==> src/rtl/dram_arbiter_pkg.sv <==
// Shared constants and types for the DRAM arbiter.
//   ADDR_W / DATA_W : DRAM port widths
//   state_e         : arbiter FSM state encoding (2 bits)
//   addr_oor()      : true when an address falls outside the populated DRAM
package dram_arbiter_pkg;

   localparam int unsigned ADDR_W = 16;
   localparam int unsigned DATA_W = 16;

   typedef enum logic [1:0] {
      ST_IDLE  = 2'd0,
      ST_ISSUE = 2'd1,
      ST_WAIT  = 2'd2,
      ST_RESP  = 2'd3
   } state_e;

   // Address is out of range when it is at or beyond the number of valid words.
   function automatic logic addr_oor(input logic [ADDR_W-1:0] addr,
                                     input int unsigned       depth);
      return (32'(addr) >= depth);
   endfunction

endpackage

==> src/rtl/dram_arbiter_if.sv <==
// Bundle of the core-side request/ack bus and the DRAM port.
//   core_req/core_we/core_addr/core_wdata : per-core request (packed, 16 bits per core)
//   core_ack/core_rdata/core_err/busy     : arbiter responses
//   mem_we/mem_addr/mem_wdata/mem_rdata   : single-port DRAM connection
// Modports: arb (arbiter side), env (cores + DRAM side).
interface dram_arbiter_if #(
   parameter int unsigned NUM_CORES = 4
);
   logic [NUM_CORES-1:0]                               core_req;
   logic [NUM_CORES-1:0]                               core_we;
   logic [dram_arbiter_pkg::ADDR_W*NUM_CORES-1:0]      core_addr;
   logic [dram_arbiter_pkg::DATA_W*NUM_CORES-1:0]      core_wdata;
   logic [NUM_CORES-1:0]                               core_ack;
   logic [dram_arbiter_pkg::DATA_W-1:0]                core_rdata;
   logic                                               core_err;
   logic                                               busy;
   logic                                               mem_we;
   logic [dram_arbiter_pkg::ADDR_W-1:0]                mem_addr;
   logic [dram_arbiter_pkg::DATA_W-1:0]                mem_wdata;
   logic [dram_arbiter_pkg::DATA_W-1:0]                mem_rdata;

   modport arb (
      input  core_req, core_we, core_addr, core_wdata, mem_rdata,
      output core_ack, core_rdata, core_err, busy, mem_we, mem_addr, mem_wdata
   );

   modport env (
      output core_req, core_we, core_addr, core_wdata, mem_rdata,
      input  core_ack, core_rdata, core_err, busy, mem_we, mem_addr, mem_wdata
   );
endinterface

==> src/rtl/dram_arbiter_rr_picker.sv <==
// Combinational round-robin picker: first set request at or after ptr, wrapping.
//   req     : request vector
//   ptr     : highest-priority index (must be < NUM_CORES)
//   idx_c   : winning index
//   valid_c : at least one request is set
module dram_arbiter_rr_picker #(
   parameter  int unsigned NUM_CORES = 4,
   localparam int unsigned IDX_W     = $clog2(NUM_CORES)
) (
   input  logic [NUM_CORES-1:0] req,
   input  logic [IDX_W-1:0]     ptr,
   output logic [IDX_W-1:0]     idx_c,
   output logic                 valid_c
);

   // One extra bit so ptr + offset can exceed NUM_CORES-1 before the wrap.
   logic [IDX_W:0] cand;

   always_comb begin
      idx_c   = '0;
      valid_c = 1'b0;
      cand    = '0;
      for (int i = 0; i < int'(NUM_CORES); i++) begin
         cand = {1'b0, ptr} + (IDX_W+1)'(i);
         if (cand >= (IDX_W+1)'(NUM_CORES)) begin
            cand = cand - (IDX_W+1)'(NUM_CORES);
         end
         if (!valid_c && req[cand[IDX_W-1:0]]) begin
            valid_c = 1'b1;
            idx_c   = cand[IDX_W-1:0];
         end
      end
   end

endmodule

==> src/rtl/dram_arbiter.sv <==
// Round-robin arbiter sharing one single-port DRAM between NUM_CORES cores.
// Each transaction runs IDLE -> ISSUE -> WAIT -> RESP -> IDLE (4 cycles).
//   clk : rising-edge clock
//   rst : synchronous active-high reset
//   bus : core request/ack bus and DRAM port (arb modport)
module dram_arbiter
   import dram_arbiter_pkg::*;
#(
   parameter int unsigned NUM_CORES = 4,
   parameter int unsigned MEM_DEPTH = 1025
) (
   input logic            clk,
   input logic            rst,
   dram_arbiter_if.arb    bus
);

   localparam int unsigned IDX_W = $clog2(NUM_CORES);

   state_e                state_q, state_d;
   logic [IDX_W-1:0]      grant_q, grant_d;
   logic [IDX_W-1:0]      rr_ptr_q, rr_ptr_d;
   logic                  err_q, err_d;
   logic                  op_we_q, op_we_d;
   logic                  mem_we_q, mem_we_d;
   logic [ADDR_W-1:0]     mem_addr_q, mem_addr_d;
   logic [DATA_W-1:0]     mem_wdata_q, mem_wdata_d;
   logic [NUM_CORES-1:0]  core_ack_q, core_ack_d;
   logic [DATA_W-1:0]     core_rdata_q, core_rdata_d;
   logic                  core_err_q, core_err_d;
   logic                  busy_q, busy_d;

   logic [IDX_W-1:0]      pick_idx;
   logic                  pick_valid;
   logic                  pick_oor;

   logic [ADDR_W-1:0]     req_addr  [NUM_CORES];
   logic [DATA_W-1:0]     req_wdata [NUM_CORES];

   // Unpack the per-core address/data buses.
   for (genvar c = 0; c < int'(NUM_CORES); c++) begin : g_unpack
      assign req_addr[c]  = bus.core_addr[ADDR_W*c +: ADDR_W];
      assign req_wdata[c] = bus.core_wdata[DATA_W*c +: DATA_W];
   end

   dram_arbiter_rr_picker #(
      .NUM_CORES (NUM_CORES)
   ) u_picker (
      .req     (bus.core_req),
      .ptr     (rr_ptr_q),
      .idx_c   (pick_idx),
      .valid_c (pick_valid)
   );

   // Next-state and output logic.
   always_comb begin
      state_d      = state_q;
      grant_d      = grant_q;
      rr_ptr_d     = rr_ptr_q;
      err_d        = err_q;
      op_we_d      = op_we_q;
      mem_we_d     = 1'b0;
      mem_addr_d   = mem_addr_q;
      mem_wdata_d  = mem_wdata_q;
      core_ack_d   = '0;
      core_rdata_d = core_rdata_q;
      core_err_d   = 1'b0;
      pick_oor     = addr_oor(req_addr[pick_idx], MEM_DEPTH);

      unique case (state_q)
         ST_IDLE: begin
            if (pick_valid) begin
               grant_d     = pick_idx;
               err_d       = pick_oor;
               op_we_d     = bus.core_we[pick_idx];
               // Out-of-range writes are dropped by never raising the strobe.
               mem_we_d    = bus.core_we[pick_idx] & ~pick_oor;
               mem_addr_d  = req_addr[pick_idx];
               mem_wdata_d = req_wdata[pick_idx];
               state_d     = ST_ISSUE;
            end
         end
         ST_ISSUE: begin
            state_d = ST_WAIT;
         end
         ST_WAIT: begin
            // DRAM read data is valid this cycle; writes leave rdata untouched.
            if (err_q) begin
               core_rdata_d = '0;
            end else if (!op_we_q) begin
               core_rdata_d = bus.mem_rdata;
            end
            core_ack_d[grant_q] = 1'b1;
            core_err_d          = err_q;
            state_d             = ST_RESP;
         end
         ST_RESP: begin
            rr_ptr_d = (grant_q == IDX_W'(NUM_CORES - 1)) ? '0 : grant_q + IDX_W'(1);
            state_d  = ST_IDLE;
         end
         default: begin
            state_d = ST_IDLE;
         end
      endcase

      busy_d = (state_d != ST_IDLE);
   end

   // State and output registers.
   always_ff @(posedge clk) begin
      if (rst) begin
         state_q      <= ST_IDLE;
         grant_q      <= '0;
         rr_ptr_q     <= '0;
         err_q        <= 1'b0;
         op_we_q      <= 1'b0;
         mem_we_q     <= 1'b0;
         mem_addr_q   <= '0;
         mem_wdata_q  <= '0;
         core_ack_q   <= '0;
         core_rdata_q <= '0;
         core_err_q   <= 1'b0;
         busy_q       <= 1'b0;
      end else begin
         state_q      <= state_d;
         grant_q      <= grant_d;
         rr_ptr_q     <= rr_ptr_d;
         err_q        <= err_d;
         op_we_q      <= op_we_d;
         mem_we_q     <= mem_we_d;
         mem_addr_q   <= mem_addr_d;
         mem_wdata_q  <= mem_wdata_d;
         core_ack_q   <= core_ack_d;
         core_rdata_q <= core_rdata_d;
         core_err_q   <= core_err_d;
         busy_q       <= busy_d;
      end
   end

   assign bus.core_ack   = core_ack_q;
   assign bus.core_rdata = core_rdata_q;
   assign bus.core_err   = core_err_q;
   assign bus.busy       = busy_q;
   assign bus.mem_we     = mem_we_q;
   assign bus.mem_addr   = mem_addr_q;
   assign bus.mem_wdata  = mem_wdata_q;

endmodule

==> src/flat_wrapper.sv <==
// flat-port wrapper written by rule: the top's interface ports become plain ports
module dram_arbiter_flat import dram_arbiter_pkg::*;
#(
   parameter int unsigned NUM_CORES = 4,
   parameter int unsigned MEM_DEPTH = 1025
)
  (clk, rst, bus_core_req, bus_core_we, bus_core_addr, bus_core_wdata, bus_mem_rdata, bus_core_ack, bus_core_rdata, bus_core_err, bus_busy, bus_mem_we, bus_mem_addr, bus_mem_wdata);
  dram_arbiter_if #(.NUM_CORES(NUM_CORES)) bus_i ();
  input logic clk;
  input logic rst;
  input wire logic [$bits(bus_i.core_req)-1:0] bus_core_req;
  input wire logic [$bits(bus_i.core_we)-1:0] bus_core_we;
  input wire logic [$bits(bus_i.core_addr)-1:0] bus_core_addr;
  input wire logic [$bits(bus_i.core_wdata)-1:0] bus_core_wdata;
  input wire logic [$bits(bus_i.mem_rdata)-1:0] bus_mem_rdata;
  output wire logic [$bits(bus_i.core_ack)-1:0] bus_core_ack;
  output wire logic [$bits(bus_i.core_rdata)-1:0] bus_core_rdata;
  output wire logic [$bits(bus_i.core_err)-1:0] bus_core_err;
  output wire logic [$bits(bus_i.busy)-1:0] bus_busy;
  output wire logic [$bits(bus_i.mem_we)-1:0] bus_mem_we;
  output wire logic [$bits(bus_i.mem_addr)-1:0] bus_mem_addr;
  output wire logic [$bits(bus_i.mem_wdata)-1:0] bus_mem_wdata;
  assign bus_i.core_req = bus_core_req;
  assign bus_i.core_we = bus_core_we;
  assign bus_i.core_addr = bus_core_addr;
  assign bus_i.core_wdata = bus_core_wdata;
  assign bus_i.mem_rdata = bus_mem_rdata;
  assign bus_core_ack = bus_i.core_ack;
  assign bus_core_rdata = bus_i.core_rdata;
  assign bus_core_err = bus_i.core_err;
  assign bus_busy = bus_i.busy;
  assign bus_mem_we = bus_i.mem_we;
  assign bus_mem_addr = bus_i.mem_addr;
  assign bus_mem_wdata = bus_i.mem_wdata;
  dram_arbiter #(.NUM_CORES(NUM_CORES), .MEM_DEPTH(MEM_DEPTH)) u_core (.clk(clk), .rst(rst), .bus(bus_i));
endmodule
==> config.mk <==
export PLATFORM = sky130hd
export DESIGN_NAME = dram_arbiter_flat
export DESIGN_NICKNAME = d
export VERILOG_FILES = /design/src/rtl/dram_arbiter_pkg.sv /design/src/rtl/dram_arbiter_if.sv /design/src/rtl/dram_arbiter_rr_picker.sv /design/src/rtl/dram_arbiter.sv /design/src/flat_wrapper.sv
export SDC_FILE = /design/constraint.sdc
export NUM_CORES = 1
export LEC_CHECK = 0
export BUFFER_PORTS_ARGS = -buffer_cell sky130_fd_sc_hd__buf_4
export CAP_MARGIN = 10
export CORE_MARGIN = 5
export CORE_UTILIZATION = 25
export DETAILED_ROUTE_END_ITERATION = 7
export PLACE_DENSITY = 0.5
export RECOVER_POWER = 50
export REMOVE_ABC_BUFFERS = 1
export SLEW_MARGIN = 10
export SYNTH_ARGS = -nofsm -noshare
export SYNTH_HDL_FRONTEND = slang
export SYNTH_SLANG_ARGS = --single-unit
==> constraint.sdc <==
create_clock -name clk -period 2.5 [get_ports clk]
set_input_delay 0.25 -clock clk [delete_from_list [all_inputs] [get_ports clk]]
set_output_delay 0.25 -clock clk [all_outputs]
set_load 0.005 [all_outputs]
After elaboration in Yosys (flattened, before gate mapping)
Index checks and enable logic that the tools add are counted.
Word-level totals
  bits in registers: 63
  input port bits: 154
  output and inout bits: 55
  logic and storage cells: 92
Operators by class
  add/subtract/negate cells: 8
  magnitude comparators: 13
  equal/unequal tests: 5
  muxes and demuxes: 35
  bitwise gates (word level): 6
  reductions and logical operators: 13
Operator list (count)
  16-bit 2-to-1 mux: 6
  16-bit binary-select mux with 2-bit select: 2
  2-bit 2-to-1 mux: 10
  2-bit by 3-bit < comparator with 1-bit output (second input constant): 6
  16-bit by 11-bit >= comparator with 1-bit output (second input constant): 1
  3-bit >= comparator (second input constant): 4
  1-bit binary-select mux with 2-bit select: 5
  1-bit 2-to-1 mux: 10
  2-bit one-hot mux with 4 select lines: 1
  2-bit by 1-bit subtractor with 2-bit output (second input constant): 4
  2-bit by 2-bit adder with 3-bit output (second input constant): 2
  2-bit equality test (second input constant): 3
  1-bit logical AND: 4
  1-bit NOT: 4
  2-bit AND reduction: 2
  2-bit by 1-bit adder with 3-bit output (second input constant): 1
  2-bit by 3-bit >= comparator with 1-bit output (second input constant): 1
  1-bit zero test: 3
  2-bit NOT with 3-bit output: 1
  3-bit OR reduction: 1
  2-bit by 1-bit adder with 2-bit output (second input constant): 1
  1-bit demux with 2-bit select: 1
  2-bit by 1-bit equality test with 1-bit output (second input constant): 1
  2-bit by 1-bit >= comparator with 1-bit output (second input constant): 1
  other kinds (5): 5

Logic depth before layout (Yosys ltp)
Gate-level depths: netlist of run 1.
  depth in word-level cells: 21
  mapped depth: 10

Cells and area by module
Synthesis of run 1 repeated with hierarchy kept, for this count alone.
Second synthesis, totals
  cells, all modules: 328
  area, all modules: 3233.1 um^2
By module, submodules not included
  dram_arbiter: instances 1, cells each 313, area each 3155.5 um^2, sequential area each 1261.2 um^2
  dram_arbiter_rr_picker: instances 1, cells each 15, area each 77.6 um^2, sequential area each 0.0 um^2

Least setup slack after synthesis of run 1
OpenSTA, ideal clock, no wires.
  path type: flip-flop to flip-flop
  start: register u_core.rr_ptr_q[0]
  end: register u_core.mem_we_q (netlist: u_core.bus.mem_we)
  setup time: 0.087 ns
  data arrival time: 2.034 ns
  data required time: 2.413 ns
  setup slack: 0.378 ns
  cell stages (with the launch flop): 9
  buffers on the path: 1
  path through: dfxtp_1 -> nor2b_1 -> or4_4 -> clkbuf_1 -> and3_1 -> a211oi_1 -> o22a_1 -> a41oi_1 -> nor4b_2
On the way
  word-level cells in the longest chain between the ends: 21
  elaborated cells on any way between the ends: 48
  classes of those cells: 7 x add/sub; 5 x order compare; 25 x mux; 4 x bitwise; 7 x reduce/logical
Ends and longest elaborated chain
  from (decl): RTL line dram_arbiter.sv:21  | logic [IDX_W-1:0] rr_ptr_q, rr_ptr_d;
  from (signal assigned): RTL line dram_arbiter.sv:126  | rr_ptr_q <= rr_ptr_d;
  branches (longest 21 deep; another with 2-bit by 1-bit adder with 3-bit output)
  to (signal assigned): RTL line dram_arbiter.sv:129  | mem_we_q <= mem_we_d;
  to (decl): RTL line dram_arbiter.sv:24  | logic mem_we_q, mem_we_d;
Parallel ways; which one is timed is not known. The select of a mux whose other input is x is not followed.
A chain may end at the register's enable or synchronous reset.

Worst setup path in the final report of run 1
  start: register u_core.rr_ptr_q[1]
  end: register u_core.mem_we_q (netlist: u_core.bus.mem_we)
The elaborated chain is that of the path after synthesis.

==> results of run 1 <==
-- routing by layer --
layer	part of all wire, %	routed length [µm]	track usage (%)	vias up
met5	0	0	0	-
met4	2.1	314	5.26	0
met3	6.2	944	3.93	19
met2	50	7590	29.3	136
met1	42	6460	21.3	2026
li1	-	-	-	2165
-- sequential cells by signal, summed over array words and instances, names as in the netlist --
register and cells:
u_core.bus.mem_addr 16, u_core.op_we_q 1, u_core.bus.mem_we 1, u_core.state_q 2
u_core.bus.core_err 1, u_core.grant_q 2, u_core.bus.core_rdata 16, u_core.rr_ptr_q 2
u_core.bus.busy 1, u_core.bus.mem_wdata 16, u_core.bus.core_ack 4, u_core.err_q 1
-- repair_timing --
item | 4_1_cts | 5_1_grt
setup endpoints to repair | 2 | 2
hold buffers | 0 | 0
gates resized for setup | 8 | 14
pin swaps | 2 | 3
cloned | 2 | 1
-- final timing paths --
| kind | from | endpoint | slack [ns] | cells after the start |
|---|---|---|---|---|
| max | u_core.rr_ptr_q[1]$_SDFFE_PP0N_ | u_core.bus.mem_we$_SDFF_PP0_ | 0.13 | 8 |
| min | rst | u_core.rr_ptr_q[1]$_SDFFE_PP0N_ | 0.30 | 2 |
| max reg2reg | u_core.rr_ptr_q[1]$_SDFFE_PP0N_ | u_core.bus.mem_we$_SDFF_PP0_ | 0.13 | 8 |
| min reg2reg | u_core.bus.mem_wdata[11]$_SDFFE_PP0P_ | u_core.bus.mem_wdata[11]$_SDFFE_PP0P_ | 0.45 | 2 |
-- final cells by class --
type | count | area (µm²)
clock buffers | 11 | 253
clock inverters | 5 | 104
fillers | 1512 | 8530
inverters | 5 | 18.8
multi-input cells | 394 | 2290
flip-flops and latches | 63 | 1270
well taps | 184 | 230
repair buffers | 231 | 1680
-- logic make-up (layout without fill, tap and decap cells) --
family	Yosys count	count (layout)	share of synthesized area [%]
and+or+nand+nor	277	280	37.0
muxes	8	8	2.25
adders and majority gates	8	8	2.77
DFF	63	63	34.9
AOI/OAI and AO/OA	98	98	17.7
buffers and inverters	49	252	5.40
-- report_power, final --
| part | internal [mW] | leakage, nW | switching (mW) |
|---|---|---|---|
| clock | 1.03 | 0.176 | 0.458 |
| sequential | 1.21 | 0.518 | 0.109 |
| combinational | 0.735 | 1.92 | 0.889 |
| total | 2.97 | 2.61 | 1.46 |
-- per-stage QoR --
step	setup TNS [ns]	worst slack [ns]	utilization [%]
final	0	0.126	40.6
after floorplan	-6.18	-0.507	-
after global placement	-0.212	-0.115	37.8
after detailed placement	-0.386	-0.217	37.8
after global routing	-0.00851	-0.00851	40.6
after CTS	0	0.0235	40.6
-- cell usage after synthesis (2+ instances only) --
master      n
nor2_1     29
a32o_1      2
o21a_1      3
nand2_1   118
o21ai_0     3
a32oi_1     4
a221oi_1    4
nor3b_1    20
nor4_1      5
nor2b_1     7
nand3_1    56
dfxtp_1    63
nor3_1      3
ha_1        8
a21oi_1    49
buf_2       9
and2_1      9
or3_1       6
mux2i_1     7
a211oi_1   19
o22a_1      4
inv_1       5
and3_1     18
a21bo_2     4
clkbuf_1   34
==> summary.md, run 1 <==
| Metric | Value |
|---|---|
| Status | `completed` |
| Vias/cell | `4.87` |
| DR DRC count | `0` |
| # IOs | `between 200 and 250` |
| WHS | `0.295 ns` |
| Peak supply drop | `0.411 mV` |
| Placed cell areas | `~5400 µm²` |
| Die H | `~130 µm` |
| TritonCTS clock tree | `yes` |
| Port-buffer cells | `roughly 210` |
| Async SR Flop Fraction | `0%` |
| Final Instance Count excl. Fillers | `893` |
| Critical Path Sink Type | `flip-flop` |
| 1st-iter DRT viols | `about 180` |
| Fin. max-slew vios | `0` |
| Layout area overhead | `61.4%` |
| H-tree depth | `3` |
| Slowest-stage cell, CP | `dfxtp_4` |
| Total gr overflow | `0` |
| #FFs+latches synth | `63` |
| Worst Path Buf+Inv | `1` |
| Ranking of synthesized cells by area | `dfxtp_1 (35%), nand2_1 (12%), nand3_1 (7.7%)` |
| Vias | `4346` |
| Initial antenna violation count | `0` |
| Leak | `2.61 nW` |
| P per Cell Area | `between 700 and 800 nW/µm²` |
| Hold Vio Cnt, Final | `0` |
| F_max | `between 0.4 and 0.5 GHz` |
| Most common cell after layout, fill and taps aside | `buf_4` |
| Pwr Total | `approximately 4.4 mW` |
| Endpoints failing setup | `0` |
| Detailed Routing Iterations Pass 1 | `5` |
| Hold/Removal Path Class | `input pin to flip-flop` |
| CP delay by family, top | `compound AO/OA/AOI/OAI gates` |
| Global-route wire length before repair | `around 23 mm` |
| Die X | `between 100 and 150 µm` |
| ANT nets after route | `0` |
| Core Area | `~14000 µm²` |
| CP peak stage delay | `around 0.42 ns` |
| Final weighted congestion in routability-driven placement | `approximately 0.86` |
| NumNets Final | `866` |
| Critical Path AT | `2.61 ns` |
| Max-cap violations | `0` |
| FP Rows | `44` |
| Max clock buf depth | `2` |
| CTS Buf Count | `9` |
| Gate Count Post-Synth | `503` |
| Drt wl/cell | `approximately 17 µm` |
| Final worst-path cycle share | `95.0%` |
| Clk_skew | `0.00771 ns` |
| Synth cell types | `39` |
| Total Wirelength | `about 15 mm` |
| Largest net degree at the start of global routing | `33` |
| Setup CP Type | `flip-flop to flip-flop` |
| Post-DP HPWL | `~11 mm` |
| Crit-path cells | `nand2_1 -> a211o_4 -> and2_2 -> buf_4 -> a211oi_2 -> o22a_1 -> nand4_1 -> nor4b_2` |
| Primary FF master, synth | `dfxtp_1` |
| Root buffer cell | `clkbuf_16` |
| Worst-path clk slew | `~0.06 ns` |
| Clk_lat worst skew | `~0.33 ns` |
| Mapped Area | `3620 µm²` |
| Final instance area | `around 5800 µm²` |
| Placed Instances | `874` |
| YS warnings | `0` |
| Initial Util | `25.2%` |
| Worst path required time | `between 2 and 3 ns` |
| CP max FO | `10` |
| GRT Util Overall | `17.1%` |
| Area leader, netlist | `dfxtp_1` |
| Post-CTS setup repair buffer count | `0` |
| Number of flops mapped to enable cells by yosys | `0` |
| CP Launch Type | `flip-flop` |
| Number of global-route vias before repair | `4300` |
| Minimum clock period | `about 2.4 ns` |
| Share of cells above drive strength 1 | `36.8%` |
| Yosys top cell area share | `34.9%` |
| Worst rel slew slack | `around 55%` |
| Synthesized area per cell | `between 7 and 8 µm²` |
| ANT cells | `0` |
| Commonest non-fill, non-tap cells in the layout | `buf_4 (175), nand2_1 (116), dfxtp_1 (61)` |
| Sequential cell area fraction in the yosys report | `about a third` |
| Clock Sinks | `63` |
| Worst Max-Slew Pin Slew | `0.672 ns` |
| Die ar. | `~17000 µm²` |
Note: power is estimated with default switching activity, not from simulation.
==> inputs of run 2 (changes only) <==
--- a/config.mk
+++ b/config.mk
@@ -10,6 +10,7 @@
 export CORE_MARGIN = 5
 export CORE_UTILIZATION = 25
 export DETAILED_ROUTE_END_ITERATION = 7
+export MAX_ROUTING_LAYER = met4
 export PLACE_DENSITY = 0.5
 export RECOVER_POWER = 50
 export REMOVE_ABC_BUFFERS = 1
==> run 2 against run 1 <==
Design area did not move. Fmax fell by 0.32%. Power barely moved. Critical path depth did not move. First-iteration DRC count rose by 11%. Utilization did not move. Via count rose by 0.23%. Sequential power barely moved. Global-route usage rose by 0.52 points.
==> summary.md, run 2 (synthesis gave the netlist of run 1 again) <==
| Metric | Value |
|---|---|
| Status | `completed` |
| Met1 usage | `21.6% (+0.27 points)` |
| Footprint of the multi-input gates | `2290 µm² (unchanged)` |
| Setup CP Type | `flip-flop to flip-flop` |
| NumNets Final | `866 (unchanged)` |
| Crit-path cells | `nand2_1 -> a211o_4 -> and2_2 -> buf_4 -> a211oi_1 -> o22a_1 -> a41oi_2 -> nor4b_2` |
| Switching power | `1.46 mW (about the same)` |
| Total Wirelength | `15.3 mm (-0.10%)` |
| CP max FO | `10 (unchanged)` |
| 1st-iter DRT viols | `205 (+11%)` |
| GR peak layer | `met2` |
| Drt wl/cell | `17.1 µm (-0.10%)` |
| Clk_skew | `0.00934 ns (+0.00163 ns)` |
| Worst Max-Slew Pin Slew | `0.655 ns (-0.0169 ns)` |
| Final core occ | `40.6% (unchanged)` |
| FP Rows | `44 (unchanged)` |
| Minimum clock period | `2.38 ns (+0.00762 ns)` |
| Critical Path Sink Type | `flip-flop` |
| Max clock buf depth | `2 (unchanged)` |
| Register area | `1270 µm² (unchanged)` |
| CP Launch Type | `flip-flop` |
| Core Area | `14400 µm² (unchanged)` |
| Final instance area | `5840 µm² (unchanged)` |
| Met3 GRT Util | `3.60% (-0.33 points)` |
| Layout area overhead | `61.4% (unchanged)` |
| H-tree depth | `3 (unchanged)` |
| Endpoints failing setup | `0 (unchanged)` |
| Clock Sinks | `63 (unchanged)` |
| Placed cell areas | `5430 µm² (unchanged)` |
| Vias | `4356 (+0.23%)` |
| Worst path required time | `2.73 ns (about the same)` |
| Met2 usage | `29.2% (-0.060 points)` |
| Final worst-path cycle share | `95.3% (+0.30 points)` |
| Share of cells above drive strength 1 | `36.8% (unchanged)` |
| P per Cell Area | `758 nW/µm² (about the same)` |
| Die X | `130 µm (unchanged)` |
| Die ar. | `17000 µm² (unchanged)` |
| Slowest-stage cell, CP | `dfxtp_4` |
| Net Sw Frac | `32.9% (about the same)` |
| ANT nets after route | `0 (unchanged)` |
| Clk_lat worst skew | `0.33 ns (about the same)` |
| Worst rel slew slack | `56.1% (+1.1 points)` |
| Total gr overflow | `0 (unchanged)` |
| Final weighted congestion in routability-driven placement | `0.871 (+1.6%)` |
| Largest net degree at the start of global routing | `33 (unchanged)` |
| Leak | `2.61 nW (unchanged)` |
| Hold/Removal Path Class | `input pin to flip-flop` |
| CP delay by family, top | `compound AO/OA/AOI/OAI gates` |
| Number of global-route vias before repair | `4287 (-0.30%)` |
| Peak supply drop | `0.412 mV (+0.14%)` |
| CTS Buf Count | `9 (unchanged)` |
| # IOs | `209 (unchanged)` |
| Global-route wire length before repair | `22.7 mm (about the same)` |
| Initial antenna violation count | `0 (unchanged)` |
| Max-cap violations | `0 (unchanged)` |
| Root buffer cell | `clkbuf_16` |
| Fillers | `1512 (unchanged)` |
| CP peak stage delay | `0.41 ns (about the same)` |
| ANT cells | `0 (unchanged)` |
| TritonCTS clock tree | `yes` |
| DR DRC count | `0 (unchanged)` |
| Most common cell after layout, fill and taps aside | `buf_4` |
| Post-DP HPWL | `11.5 mm (unchanged)` |
| Vias/cell | `4.88 (+0.23%)` |
| Post-CTS setup repair buffer count | `0 (unchanged)` |
| Comb power frac | `36.7% (about the same)` |
| Clk network pwr share | `33.5% (about the same)` |
| Worst-path clk slew | `0.06 ns (about the same)` |
| F_max | `0.420 GHz (-0.32%)` |
| Initial Util | `25.2% (unchanged)` |
| Worst Path Buf+Inv | `1 (unchanged)` |
| Commonest non-fill, non-tap cells in the layout | `buf_4 (175), nand2_1 (116), dfxtp_1 (61)` |
| Port-buffer cells | `208 (unchanged)` |
| Reg power frac | `29.7% (about the same)` |
| Critical Path AT | `2.62 ns (about the same)` |
| GRT Util Overall | `17.6% (+0.52 points)` |
| Internal | `2.97 mW (about the same)` |
| Hold Vio Cnt, Final | `0 (unchanged)` |
| Die H | `130 µm (unchanged)` |
| Fin. max-slew vios | `0 (unchanged)` |
| Detailed Routing Iterations Pass 1 | `5 (unchanged)` |
## run 2: worst paths after layout
| check | from | to | slack [ns] | cells past startpoint |
|---|---|---|---|---|
| max | u_core.rr_ptr_q[1]$_SDFFE_PP0N_ | u_core.bus.mem_we$_SDFF_PP0_ | 0.12 | 8 |
| max reg2reg | u_core.rr_ptr_q[1]$_SDFFE_PP0N_ | u_core.bus.mem_we$_SDFF_PP0_ | 0.12 | 8 |
| min reg2reg | u_core.bus.mem_wdata[11]$_SDFFE_PP0P_ | u_core.bus.mem_wdata[11]$_SDFFE_PP0P_ | 0.45 | 2 |
| min | rst | u_core.rr_ptr_q[1]$_SDFFE_PP0N_ | 0.30 | 2 |
## run 2: per-stage QoR
stage | hold WS (ns) | total power, mW | TNS (ns) | std cells | setup slack (ns)
6_report | 0.296 | 4.42 | 0 | 893 | 0.118
5_1_grt | 0.302 | 4.71 | -0.00849 | 893 | -0.00849
4_1_cts | 0.292 | 4.52 | 0 | 892 | 0.0235
3_5_place_dp | 0.448 | 3.00 | -0.386 | 874 | -0.217
3_3_place_gp | 0.445 | 2.96 | -0.212 | 874 | -0.115
2_1_floorplan | 0.319 | 2.13 | -6.18 | 459 | -0.507
## run 2: timing repair
item,CTS,global route
pin swaps,2,3
hold buffers,0,0
gates resized for setup,8,14
setup endpoints to repair,2,2
gates cloned,2,1
## run 2: layout make-up
cell class | instances | area share [%]
sequential | 63 | 21.7
clock inverter | 5 | 1.78
tap | 184 | 3.94
timing repair buffer | 231 | 28.7
clock buffer | 11 | 4.33
multi-input combinational | 394 | 39.3
inverter | 5 | 0.321
## run 2: metal layers
| layer | vias up | share of wire [%] |
|---|---|---|
| met3 | 20 | 6.4 |
| met2 | 150 | 49 |
| li1 | 2161 | - |
| met4 | 0 | 1.9 |
| met5 | - | 0 |
| met1 | 2025 | 42 |
## run 2: power by group through the flow
stage	combinational (mW)	sequential (mW)	clock (mW)
3_5_place_dp	1.66	1.34	0
6_report	1.63	1.31	1.48
3_3_place_gp	1.63	1.33	0
5_1_grt	1.81	1.34	1.57
4_1_cts	1.68	1.32	1.51
2_1_floorplan	0.774	1.35	0
